File: config.mk
export PLATFORM = sky130hd
export DESIGN_NAME = alu_arbiter
export DESIGN_NICKNAME = d
export VERILOG_FILES = /design/src/rtl/alu_arbiter.sv
export SDC_FILE = /design/constraint.sdc
export NUM_CORES = 1
export LEC_CHECK = 0
export CAP_MARGIN = 20
export CORE_UTILIZATION = 42
export DETAILED_ROUTE_END_ITERATION = 7
export GPL_ROUTABILITY_DRIVEN = 0
export PLACE_DENSITY = 0.9
export SLEW_MARGIN = 20
export SYNTH_ARGS = -nofsm -noshare
export SYNTH_HDL_FRONTEND = slang
export SYNTH_SLANG_ARGS = --single-unit
export TNS_END_PERCENT = 1
File: constraint.sdc
create_clock -name clk -period 3.7 [get_ports clk]
set_input_delay 0.37 -clock clk [delete_from_list [all_inputs] [get_ports clk]]
set_output_delay 0.37 -clock clk [all_outputs]
set_load 0.01 [all_outputs]
File: src/rtl/alu_arbiter.sv
// alu_arbiter: round-robin arbiter sharing one combinational ALU between two requesters
// Ports: clk/rst (sync active-high); req0_*/req1_* valid/ready/op/a/b request channels;
// alu_op/alu_x/alu_y registered ALU drive, alu_z ALU result; rsp_valid/rsp_ready/rsp_id/
// rsp_data/rsp_err response channel; busy (not IDLE); err_count saturating illegal-op count.
module alu_arbiter #(
   parameter int WIDTH = 32
) (
   input  logic             clk,
   input  logic             rst,
   input  logic             req0_valid,
   output logic             req0_ready,
   input  logic [3:0]       req0_op,
   input  logic [WIDTH-1:0] req0_a,
   input  logic [WIDTH-1:0] req0_b,
   input  logic             req1_valid,
   output logic             req1_ready,
   input  logic [3:0]       req1_op,
   input  logic [WIDTH-1:0] req1_a,
   input  logic [WIDTH-1:0] req1_b,
   output logic [3:0]       alu_op,
   output logic [WIDTH-1:0] alu_x,
   output logic [WIDTH-1:0] alu_y,
   input  logic [WIDTH-1:0] alu_z,
   output logic             rsp_valid,
   input  logic             rsp_ready,
   output logic             rsp_id,
   output logic [WIDTH-1:0] rsp_data,
   output logic             rsp_err,
   output logic             busy,
   output logic [7:0]       err_count
);
   typedef enum logic [1:0] {IDLE, EXEC, RESP} state_t;
   state_t           state;
   logic             last;
   logic             gnt;
   logic             acc;
   logic             illegal;
   logic [3:0]       op;
   logic [WIDTH-1:0] a;
   logic [WIDTH-1:0] b;
   // On a tie the requester not served last wins; otherwise whoever is valid.
   always_comb begin
      gnt        = (req0_valid && req1_valid) ? ~last : ~req0_valid;
      req0_ready = (state == IDLE) && !gnt && req0_valid;
      req1_ready = (state == IDLE) && gnt && req1_valid;
      acc        = req0_ready || req1_ready;
      op         = gnt ? req1_op : req0_op;
      a          = gnt ? req1_a : req0_a;
      b          = gnt ? req1_b : req0_b;
      illegal    = (op == 4'd4) || (op > 4'd10);
      busy       = state != IDLE;
   end
   always_ff @(posedge clk) begin
      if (rst) begin
         state     <= IDLE;
         last      <= 1'b1;
         rsp_valid <= 1'b0;
         rsp_id    <= 1'b0;
         rsp_data  <= '0;
         rsp_err   <= 1'b0;
         alu_op    <= '0;
         alu_x     <= '0;
         alu_y     <= '0;
         err_count <= '0;
      end else begin
         case (state)
            IDLE: if (acc) begin
               last   <= gnt;
               rsp_id <= gnt;
               if (illegal) begin
                  rsp_data  <= '0;
                  rsp_err   <= 1'b1;
                  rsp_valid <= 1'b1;
                  err_count <= err_count + {7'd0, err_count != 8'hff};
                  state     <= RESP;
               end else begin
                  alu_op <= op;
                  alu_x  <= a;
                  alu_y  <= b;
                  state  <= EXEC;
               end
            end
            EXEC: begin
               rsp_data  <= alu_z;
               rsp_err   <= 1'b0;
               rsp_valid <= 1'b1;
               state     <= RESP;
            end
            RESP: if (rsp_ready) begin
               rsp_valid <= 1'b0;
               state     <= IDLE;
            end
            default: state <= IDLE;
         endcase
      end
   end
endmodule

* Yosys cells after proc, flatten, opt, wreduce, memory -nomap -nowiden
Cells that the tools add are included.
** Word-level totals
- Register bits :: 114
- Output and inout port bits :: 114
- Word-level logic and storage cells :: 56
** Cells by class
- Magnitude comparators :: 1
- Multiplexer cells :: 16
- Reductions and logical operators :: 18
- Add/sub/neg operators :: 1
- Bitwise gates (word level) :: 3
- Equality and inequality tests :: 7
** Operators by type and width (count)
- two-way mux 32 bit :: 4
- case mux 32 bit (2 select lines) :: 1
- AND reduction 3 bit :: 3
- adder 8 x 1 -> 8 bit :: 1
- != test 8 bit, second input constant :: 1
- two-way mux 2 bit :: 3
- != test 2 bit, second input constant :: 3
- case mux 2 bit (3 select lines) :: 1
- logical AND 1 bit :: 5
- == test 4 x 3 -> 1 bit, second input constant :: 1
- > comparator 4 bit, second input constant :: 1
- two-way mux 1 bit :: 4
- two-way mux 4 bit :: 1
- AND reduction 2 bit :: 2
- AND reduction 4 bit :: 1
- nonzero test 2 bit :: 2
- NOT 1 bit :: 3
- case mux 1 bit (3 select lines) :: 1
- nonzero test 3 bit :: 1
- == test 2 x 1 -> 1 bit, second input constant :: 1
- == test 2 bit, second input constant :: 1
- logical NOT 2 bit :: 1
- logical OR 1 bit :: 2
- case mux 1 bit (2 select lines) :: 1
- logical NOT 1 bit :: 1

* Depth between registers and ports, before layout
Gate-level depths: netlist of the first run.
- Depth after elaboration :: 8
- Gate-level depth with buffers :: 8
- Mapped depth without buffers :: 8

* Worst setup path before layout of the first run
Ideal clock, no wire load.
- Path type :: input-to-reg
- From :: in req0_op[0]
- To :: reg err_count[7]
- Data arrival time :: 1.742 ns
- Library setup time :: 0.121 ns
- Buffers on the path :: 0
- Path slack :: 1.838 ns
- Stages on the path :: 5
- Cell sequence :: o21ba_1 o2111a_1 nor3_1 and4_1 mux2_2
** Between the ends
- Word-level cells in the longest chain between the ends :: 4
- Elaborated cells on any way between the ends :: 5
- Classes of those cells :: 1 x order compare; 1 x eq/ne; 1 x mux; 2 x reduce/logical
** RTL lines
- start: declaration :: RTL line 12 : input logic [3:0] req0_op,
- two-way mux 4 bit (*) :: RTL line 47 : op = gnt ? req1_op : req0_op;
- > comparator 4 bit / == test 4 x 3 -> 1 bit (equally long branches) :: RTL line 50 : illegal = (op == 4'd4) || (op > 4'd10);
- logical OR 1 bit (*) :: RTL line 50
- AND reduction 3 bit (no source line) (*)
- end signal: assignment :: RTL line 74 : err_count <= err_count + {7'd0, err_count != 8'hff};
- end: declaration :: RTL line 30 : output logic [7:0] err_count
Mark *: on every way between the ends. The rest lies on a longest branch, timed or not.
A chain may end at the register's enable or synchronous reset.

* Worst setup path after layout of the first run
- From :: reg state[0]
- To :: out req0_ready
** Between the ends
- Word-level cells in the longest chain between the ends :: 3
** RTL lines
- start: declaration :: RTL line 33 : state_t state;
- start signal: assignment :: RTL line 55 : state <= IDLE;
- start signal: assignment :: RTL line 75 : state <= RESP;
- start signal: assignment :: RTL line 80 : state <= EXEC;
- logical NOT 2 bit :: RTL line 44 : req0_ready = (state == IDLE) && !gnt && req0_valid;
- logical AND 1 bit (2 in series) :: RTL line 44
- end: declaration :: RTL line 11 : output logic req0_ready,
Every way passes these cells.

==> flow_summary.yaml, run 1 <==
synthesis:
  synth_area_leaders: "dfxtp_1, a311oi_1, nand3_1, nor2_1, nand2_1"
  syn_inst: 617
  ys_ff_latch: 114
  synth.distinct_cells: 37
  syn_area_per_cell_um2: 8.30
  synth_warnings: 0
  synth_largest_area_cell: "dfxtp_1"
  syn_area_mm2: 0.00512
  yosysSeqAreaShare: 0.446
  synth_nets: 792
  yosysTopAreaCellShare: 0.446
die:
  rows: 39
  initial_core_util: 0.439
  die_y_um: 112
  die-area_mm2: 0.0126
  core_mm2: 0.0117
  die_w_um: 112
  io_pins: 287
clocking:
  clk_latency_ps: 400
  cts-resized-gates: 0
  cts-root-buf: "clkbuf_16"
  cts_sinks: 114
  path_clk_slew_ps: 60
  ctsHtreeMaxLevel: 4
  hold_buffers: 0
  cts_buffers: 17
  cts_setup_buffers: 0
  clock_path_buffers: 2
  cts_tree: "built"
timing:
  fin_hold_ws_ps: 447
  final_max_slew_viol_count: 0
  period_minus_slack_ps: 2360
  fin_tns_setup_ps: 0
  tightest_slew_ps: 766
  finalClockSkew_ps: 16.2
  period_share: 0.638
  fmax_ghz: 0.423
  slew_headroom: 0.489
  hold_viol: 0
  setup_viol: 0
  rsz0062_at_grt: "false"
setup_path:
  required_ps: 3330
  slowest_stage: "clkdlybuf4s50_1"
  cp_slowest_stage_delay_ps: 600
  r2r_cells: 6
  crit_buf_inv: 3
  regToRegStartpoint: "state[0]$_SDFFE_PP0P_"
  arrival_ps: 1990
  rr_endpoint: "err_count[5]$_SDFFE_PP0P_"
  r2r_setup_slack_ps: 1530
  startpoint_type: "flop"
  cp_cell_sequence: "buf_4 > nor2_2 > inv_1 > nor2_1 > clkdlybuf4s50_1"
  crit_type: "reg2out"
  critPathTopFamily: "buffers and inverters"
  cp_max_fo: 37
  crit_path_end_kind: "primary output"
layout:
  mostFrequentLayoutCells: "clkdlybuf4s50_1, dfxtp_1, nor2_1"
  num_antenna_cells: 0
  layout_commonest_cell: "clkdlybuf4s50_1"
  post-route-cell-area_mm2: 0.00859
  num-fill-cells: 843
  syn2layout_area_growth_pct: 67.8
  post-route-util: 0.737
  fin_nets: 1040
  drive_gt1_frac: 0.0604
global_route:
  grt_pass1_wl_um: 27300
  grt_pass1_vias: 5415
  antenna_found_initial: 0
  grt_max_degree: 89
  grt_usage: 0.271
  overflow: 0
routing:
  drt_iter0_markers: 464
  dr_wl_met3_um: 1430
  wl_per_cell_um: 16.9
  drc_errors: 0
  firstDrtPassIters: 5
  ant_nets: 0
  via_per_inst: 5.55
  num_vias: 5671
  routed_wl_um: 17300
  wl_met2_um: 8600
  topRoutingLayerUsed: "met4"
  met1_length_um: 6740
job:
  maxCapViolCount: 0
power_and_ir_drop:
  p_total_mw: 4.30
  ir_drop_mv: 0.259
  power_density_mw_per_mm2: 500
  p_leak_nw: 3.10
min_path:
  min-delay-start: "req0_valid"
  holdPathEnd: "alu_x[23]$_SDFFE_PP0P_"
  hp-class: "in2reg"
  hold_depth: 3
placement:
  io_buffers: 286
  dpl.hpwl_um: 11800
  place_area_mm2: 0.00796
run_status:
  status: "complete, no violations"
worst max path at each step:
stage                                startpoint                         to  slack [ps]  depth (start not counted)
after floorplan                      req0_op[0]  err_count[7]$_SDFFE_PP0P_        1840                          5
after global placement               req0_op[3]  err_count[5]$_SDFFE_PP0P_        1110                          6
after detailed placement             req0_op[0]  err_count[5]$_SDFFE_PP0P_        1100                          6
after CTS                 state[0]$_SDFFE_PP0P_                 req0_ready        1320                          5
after global routing      state[0]$_SDFFE_PP0P_                 req0_ready        1230                          5
final                     state[0]$_SDFFE_PP0P_                 req0_ready        1340                          5
power by group:
group	total, mW	switching [mW]	internal, mW
sequential	1.46	0.0806	1.38
clock	1.74	0.580	1.16
combinational	1.10	0.517	0.581
flip-flops by register name, indices dropped and copies added (netlist names):
register / flops
rsp_id: 1
err_count: 8
alu_op: 4
rsp_data: 32
rsp_err: 1
rsp_valid: 1
alu_y: 32
state: 2
alu_x: 32
last: 1
Yosys cell counts, drive strengths merged:
library cell / number
o21ai: 4
nand3b: 32
a311oi: 68
a221oi: 2
mux2: 3
and3: 4
o2111a: 1
a21oi: 39
nor2: 77
nand3: 72
o21a: 1
ha: 2
nand2: 75
nand2b: 1
nor2b: 5
inv: 3
o21bai: 2
and4: 1
nand4: 2
or4: 1
dfxtp: 114
buf: 23
or3: 2
nor3: 2
nor4: 1
a22oi: 32
clkbuf: 44
xnor2: 1
nor3b: 1
o21ba: 2
cell type report:
class	instances	area (µm²)	area share
repair buffers	296	2960	0.344
multi-input cells	433	2530	0.294
flip-flops and latches	114	2280	0.266
clock buffers	20	457	0.0532
clock inverters	12	179	0.0208
well taps	143	179	0.0208
inverters	3	11.3	0.00131
metal layers:
layer  vias up  GRT usage
met5         -          0
met4         0      0.120
met3        40     0.0826
met2       273      0.469
met1      2603      0.307
li1       2755          -
tightest hold or removal path, stage by stage:
cell and delay (ps):
buf_2 230, nand3_1 110, a311oi_1 80
logic make-up (layout without fill, tap and decap cells):
logic type | count (synthesis) | in the layout | synth area share
muxes | 3 | 3 | 0.00660
DFF | 114 | 114 | 0.446
xor gates and xnor gates | 1 | 1 | 0.00171
adders and majority gates | 2 | 2 | 0.00489
AOI/OAI and AO/OA | 151 | 151 | 0.223
buffers and inverters | 70 | 331 | 0.0631
and+or+nand+nor | 276 | 276 | 0.255
stage by stage:
step,setup slack [ps],std cells
final,1340,1021
after global routing,1230,1021
after CTS,1320,1021
after detailed placement,1100,989
after global placement,1110,989
after floorplan,1840,617
No activity file was read; power rests on OpenSTA's default activity.
==> run 2, diff against run 1 <==
--- a/config.mk
+++ b/config.mk
@@ -6,10 +6,10 @@
 export NUM_CORES = 1
 export LEC_CHECK = 0
 export CAP_MARGIN = 20
-export CORE_UTILIZATION = 42
+export CORE_UTILIZATION = 39
 export DETAILED_ROUTE_END_ITERATION = 7
 export GPL_ROUTABILITY_DRIVEN = 0
-export PLACE_DENSITY = 0.9
+export PLACE_DENSITY = 0.84
 export SLEW_MARGIN = 20
 export SYNTH_ARGS = -nofsm -noshare
 export SYNTH_HDL_FRONTEND = slang
==> constraint.sdc (replaced) <==
create_clock -name clk -period 2.4 [get_ports clk]
set_input_delay 0.24 -clock clk [delete_from_list [all_inputs] [get_ports clk]]
set_output_delay 0.24 -clock clk [all_outputs]
set_load 0.01 [all_outputs]
==> run 2 against run 1 <==
- clock power increased by 37%
- setup slack got worse by 1200 ps
- global-route usage fell by 2.2 points
- routed wire length decreased by 0.34%
- power rose by 47%
- design area is 0.35% higher
- critical path type is now in2out
==> flow_summary.yaml, run 2 (synthesis results as in run 1) <==
setup_path:
  cp_cell_sequence: "clkdlybuf4s50_1 > nand2b_2 > buf_4 > nand2_2 > and3_1 > clkdlybuf4s50_1"
  cp_max_fo: 10
  slowest_stage: "clkdlybuf4s50_1"
  arrival_ps: 1970
  cp_slowest_stage_delay_ps: 560
  startpoint_type: "primary input"
  crit_path_end_kind: "primary output"
  crit_top_cell: "clkdlybuf4s50_1"
  crit_type: "in2out"
  required_ps: 2160
die:
  die_w_um: 117
  initial_core_util: 0.402
  die-area_mm2: 0.0136
  core_mm2: 0.0127
  die_y_um: 117
  io_pins: 287
  rows: 41
global_route:
  overflow: 0
  antenna_found_initial: 0
  grt_pass1_wl_um: 25800
  grt_pass1_vias: 5050
  grt_max_degree: 94
  grt_usage: 0.249
timing:
  fin_tns_setup_ps: 0
  period_share: 0.922
  hold_viol: 0
  fin_hold_ws_ps: 314
  worst_slack_ps: 187
  rsz0062_at_grt: "false"
  finalClockSkew_ps: 4.94
  tightest_slew_ps: 992
  slew_headroom: 0.335
  fmax_ghz: 0.452
  period_minus_slack_ps: 2210
  final_max_slew_viol_count: 0
  setup_viol: 0
clocking:
  cts_tree: "built"
  cts_sinks: 114
  cts_buffers: 17
  hold_buffers: 0
  cts-resized-gates: 0
  path_clk_slew_ps: 50
  cts-root-buf: "clkbuf_16"
  clk_latency_ps: 410
  cts_setup_buffers: 0
  clock_path_buffers: 2
  ctsHtreeMaxLevel: 4
layout:
  syn2layout_area_growth_pct: 68.4
  post-route-cell-area_mm2: 0.00862
  num_antenna_cells: 0
  mostFrequentLayoutCells: "clkdlybuf4s50_1, dfxtp_1, nor2_1"
  layout_commonest_cell: "clkdlybuf4s50_1"
  reg_top3: "alu_x x32, alu_y x32, rsp_data x32"
  fin_nets: 1046
  drive_gt1_frac: 0.0623
placement:
  io_buffers: 286
  dpl.hpwl_um: 11900
  place_area_mm2: 0.00806
  dpl_worst_slack_ps: 61.7
routing:
  drt_iter0_markers: 483
  ant_nets: 0
  via_per_inst: 5.33
  routed_wl_um: 17200
  firstDrtPassIters: 5
  wl_per_cell_um: 16.3
  drc_errors: 0
  num_vias: 5622
power_and_ir_drop:
  ir_drop_mv: 0.429
  power_density_mw_per_mm2: 734
  p_total_mw: 6.33
  p_leak_nw: 3.11
job:
  maxCapViolCount: 0
run_status:
  status: "complete, no violations"
min_path:
  hp-class: "in2reg"
==> run 2: changes by cell type in the layout (fill, tap and decap cells not counted), sizes merged <==
cell      delta
inv          -1
buf          +6
clkbuf       +6
bufinv       -3
clkinvlp     -3
==> run 2: per-stage QoR <==
step	util	cells
finish	0.678	1055
global route	0.678	1055
detailed placement	0.634	1024
floorplan	-	617
global placement	0.634	1024
CTS	0.678	1055
==> run 2: path summary, 6_finish.rpt <==
| kind | startpoint | depth (start not counted) | slack [ps] | endpoint |
|---|---|---|---|---|
| hold / removal | req0_valid | 3 | 310 | alu_x[24]$_SDFFE_PP0P_ |
| hold reg to reg | rsp_err$_SDFFE_PP0P_ | 1 | 470 | rsp_err$_SDFFE_PP0P_ |
| setup / recovery | req1_valid | 6 | 190 | req1_ready |
| setup reg to reg | err_count[3]$_SDFFE_PP0P_ | 7 | 440 | err_count[6]$_SDFFE_PP0P_ |
==> run 2: cell type report <==
type	instances	area [µm²]
Fill cell	1044	4100
Timing Repair Buffer	302	3030
Multi-Input combinational cell	433	2530
Sequential cell	114	2280
Clock buffer	26	509
Tap cell	172	215
Clock inverter	5	50.0
Inverter	3	11.3
==> run 2: metal layers <==
metal | up-vias | global-route usage | routed length [µm]
li1 | 2762 | - | -
met1 | 2586 | 0.291 | 6670
met2 | 239 | 0.409 | 8550
met3 | 35 | 0.0934 | 1570
met4 | 0 | 0.105 | 437
met5 | - | 0 | 0
==> run 2: critical path: cells and delay by family <==
family                 cells  cell delay, ps
AND/OR/NAND/NOR            3             440
buffers and inverters      3            1300
==> run 2: where the power goes <==
part           switching [mW]  internal [mW]
clock                   0.830           1.55
combinational           0.778          0.922
sequential              0.132           2.12
total                    1.74           4.59
==> run 3, diff against run 2 <==
--- a/config.mk
+++ b/config.mk
@@ -10,6 +10,7 @@
 export DETAILED_ROUTE_END_ITERATION = 7
 export GPL_ROUTABILITY_DRIVEN = 0
 export PLACE_DENSITY = 0.84
+export RECOVER_POWER = 100
 export SLEW_MARGIN = 20
 export SYNTH_ARGS = -nofsm -noshare
 export SYNTH_HDL_FRONTEND = slang
==> run 3 against run 2 <==
- highest routed layer unchanged
- maximum frequency fell by 1.6%
- largest power group unchanged
- clock power barely moved
- count of clock-buffer cells in the layout did not move
==> flow_summary.yaml, run 3 (synthesis results as in run 1) <==
setup_path:
  slowest_stage: "dlygate4sd3_1"
  crit_type: "in2out"
  startpoint_type: "primary input"
  required_ps: 2160
  cp_slowest_stage_delay_ps: 600
  cp_max_fo: 10
  arrival_ps: 2010
  crit_path_end_kind: "primary output"
  cp_cell_sequence: "clkdlybuf4s50_1 > nand2b_2 > buf_4 > nand2_2 > and3_1 > dlygate4sd3_1"
routing:
  firstDrtPassIters: 5
  via_per_inst: 5.34
  routed_wl_um: 17300
  num_vias: 5637
  wl_per_cell_um: 16.4
  drc_errors: 0
  drt_iter0_markers: 482
  ant_nets: 0
power_and_ir_drop:
  p_int_mw: 4.50
  pwr-share-seq: 0.359
  switching_power_mw: 1.74
  clkPwrFrac: 0.382
  p_total_mw: 6.24
  p_leak_nw: 3.41
  power_density_mw_per_mm2: 726
  swShare: 0.278
  ir_drop_mv: 0.432
  comb_power_share: 0.259
global_route:
  overflow: 0
  grt_usage: 0.249
  grt_max_degree: 94
  grt_pass1_wl_um: 25800
  grt_pass1_vias: 5050
  antenna_found_initial: 0
clocking:
  hold_buffers: 0
  cts_setup_buffers: 0
  cts_sinks: 114
  cts_buffers: 17
  ctsHtreeMaxLevel: 4
  cts-resized-gates: 0
  clock_path_buffers: 2
  clk_latency_ps: 410
  cts-root-buf: "clkbuf_16"
  cts_tree: "built"
  path_clk_slew_ps: 50
layout:
  reg_top3: "alu_x x32, alu_y x32, rsp_data x32"
  layout_commonest_cell: "clkdlybuf4s50_1"
  drive_gt1_frac: 0.0578
  num_antenna_cells: 0
  syn2layout_area_growth_pct: 67.9
  fin_nets: 1046
  mostFrequentLayoutCells: "clkdlybuf4s50_1, dfxtp_1, dlygate4sd3_1"
  post-route-util: 0.675
run_status:
  status: "complete, no violations"
timing:
  tightest_slew_ps: 988
  hold_viol: 0
  rsz0062_at_grt: "false"
  period_share: 0.937
  final_max_slew_viol_count: 0
  period_minus_slack_ps: 2250
  slew_headroom: 0.339
  fmax_ghz: 0.445
  setup_viol: 0
  fin_tns_setup_ps: 0
  finalClockSkew_ps: 5.33
die:
  io_pins: 287
  die_y_um: 117
  die-area_mm2: 0.0136
  die_w_um: 117
  core_mm2: 0.0127
  initial_core_util: 0.402
  rows: 41
job:
  maxCapViolCount: 0
min_path:
  hp-class: "in2reg"
placement:
  io_buffers: 286
  dpl.hpwl_um: 11900
-- run 3: cell types whose count changed in the layout (fill, tap and decap cells not counted), moves of 2 or more --
cell and change:
buf_4 -2, clkbuf_1 +2, clkdlybuf4s50_1 -113, dlygate4sd3_1 +113
-- run 3: final cells by class --
class	instances	area [µm²]
fill	1048	4130
timing repair buffer	302	3020
sequential	114	2280
clock inverter	5	50.0
clock buffer	26	509
tap	172	215
inverter	3	11.3
multi-input combinational	433	2510
-- run 3: per-stage QoR --
stage	hold WS (ps)	instance area (µm²)	instances	setup slack (ps)
finish	300	8590	1055	151
global route	301	8590	1055	45.9
CTS	292	8620	1055	151
detailed placement	457	8060	1024	61.7
global placement	448	8060	1024	103
floorplan	402	5120	617	576
-- run 3: worst max-delay path, delay by kind of cell --
family / cells / cell delay [ps]
and+or+nand+nor: 3 / 410
buffers and inverters: 3 / 1360
-- run 3: metal layers --
| layer | routed length [µm] | global-route usage |
|---|---|---|
| met2 | 8580 | 0.409 |
| met4 | 429 | 0.105 |
| met3 | 1480 | 0.0934 |
| met1 | 6840 | 0.291 |
| met5 | 0 | 0 |
-- run 3: path summary, 6_finish.rpt --
path,start,to,slack [ps],cells after the start
max,req1_valid,req1_ready,150,6
min,req0_valid,alu_x[29]$_SDFFE_PP0P_,300,3
max reg2reg,last$_SDFFE_PP1P_,rsp_data[2]$_SDFFE_PP0P_,270,6
min reg2reg,rsp_err$_SDFFE_PP0P_,rsp_err$_SDFFE_PP0P_,460,1
-- run 3: power by group through the flow --
stage | sequential (mW) | combinational, mW | clock, mW
after global routing | 2.27 | 1.75 | 2.53
after global placement | 2.28 | 1.69 | 0
after floorplan | 2.37 | 0.708 | 0
after detailed placement | 2.29 | 1.70 | 0
final | 2.24 | 1.61 | 2.38
after CTS | 2.26 | 1.72 | 2.43
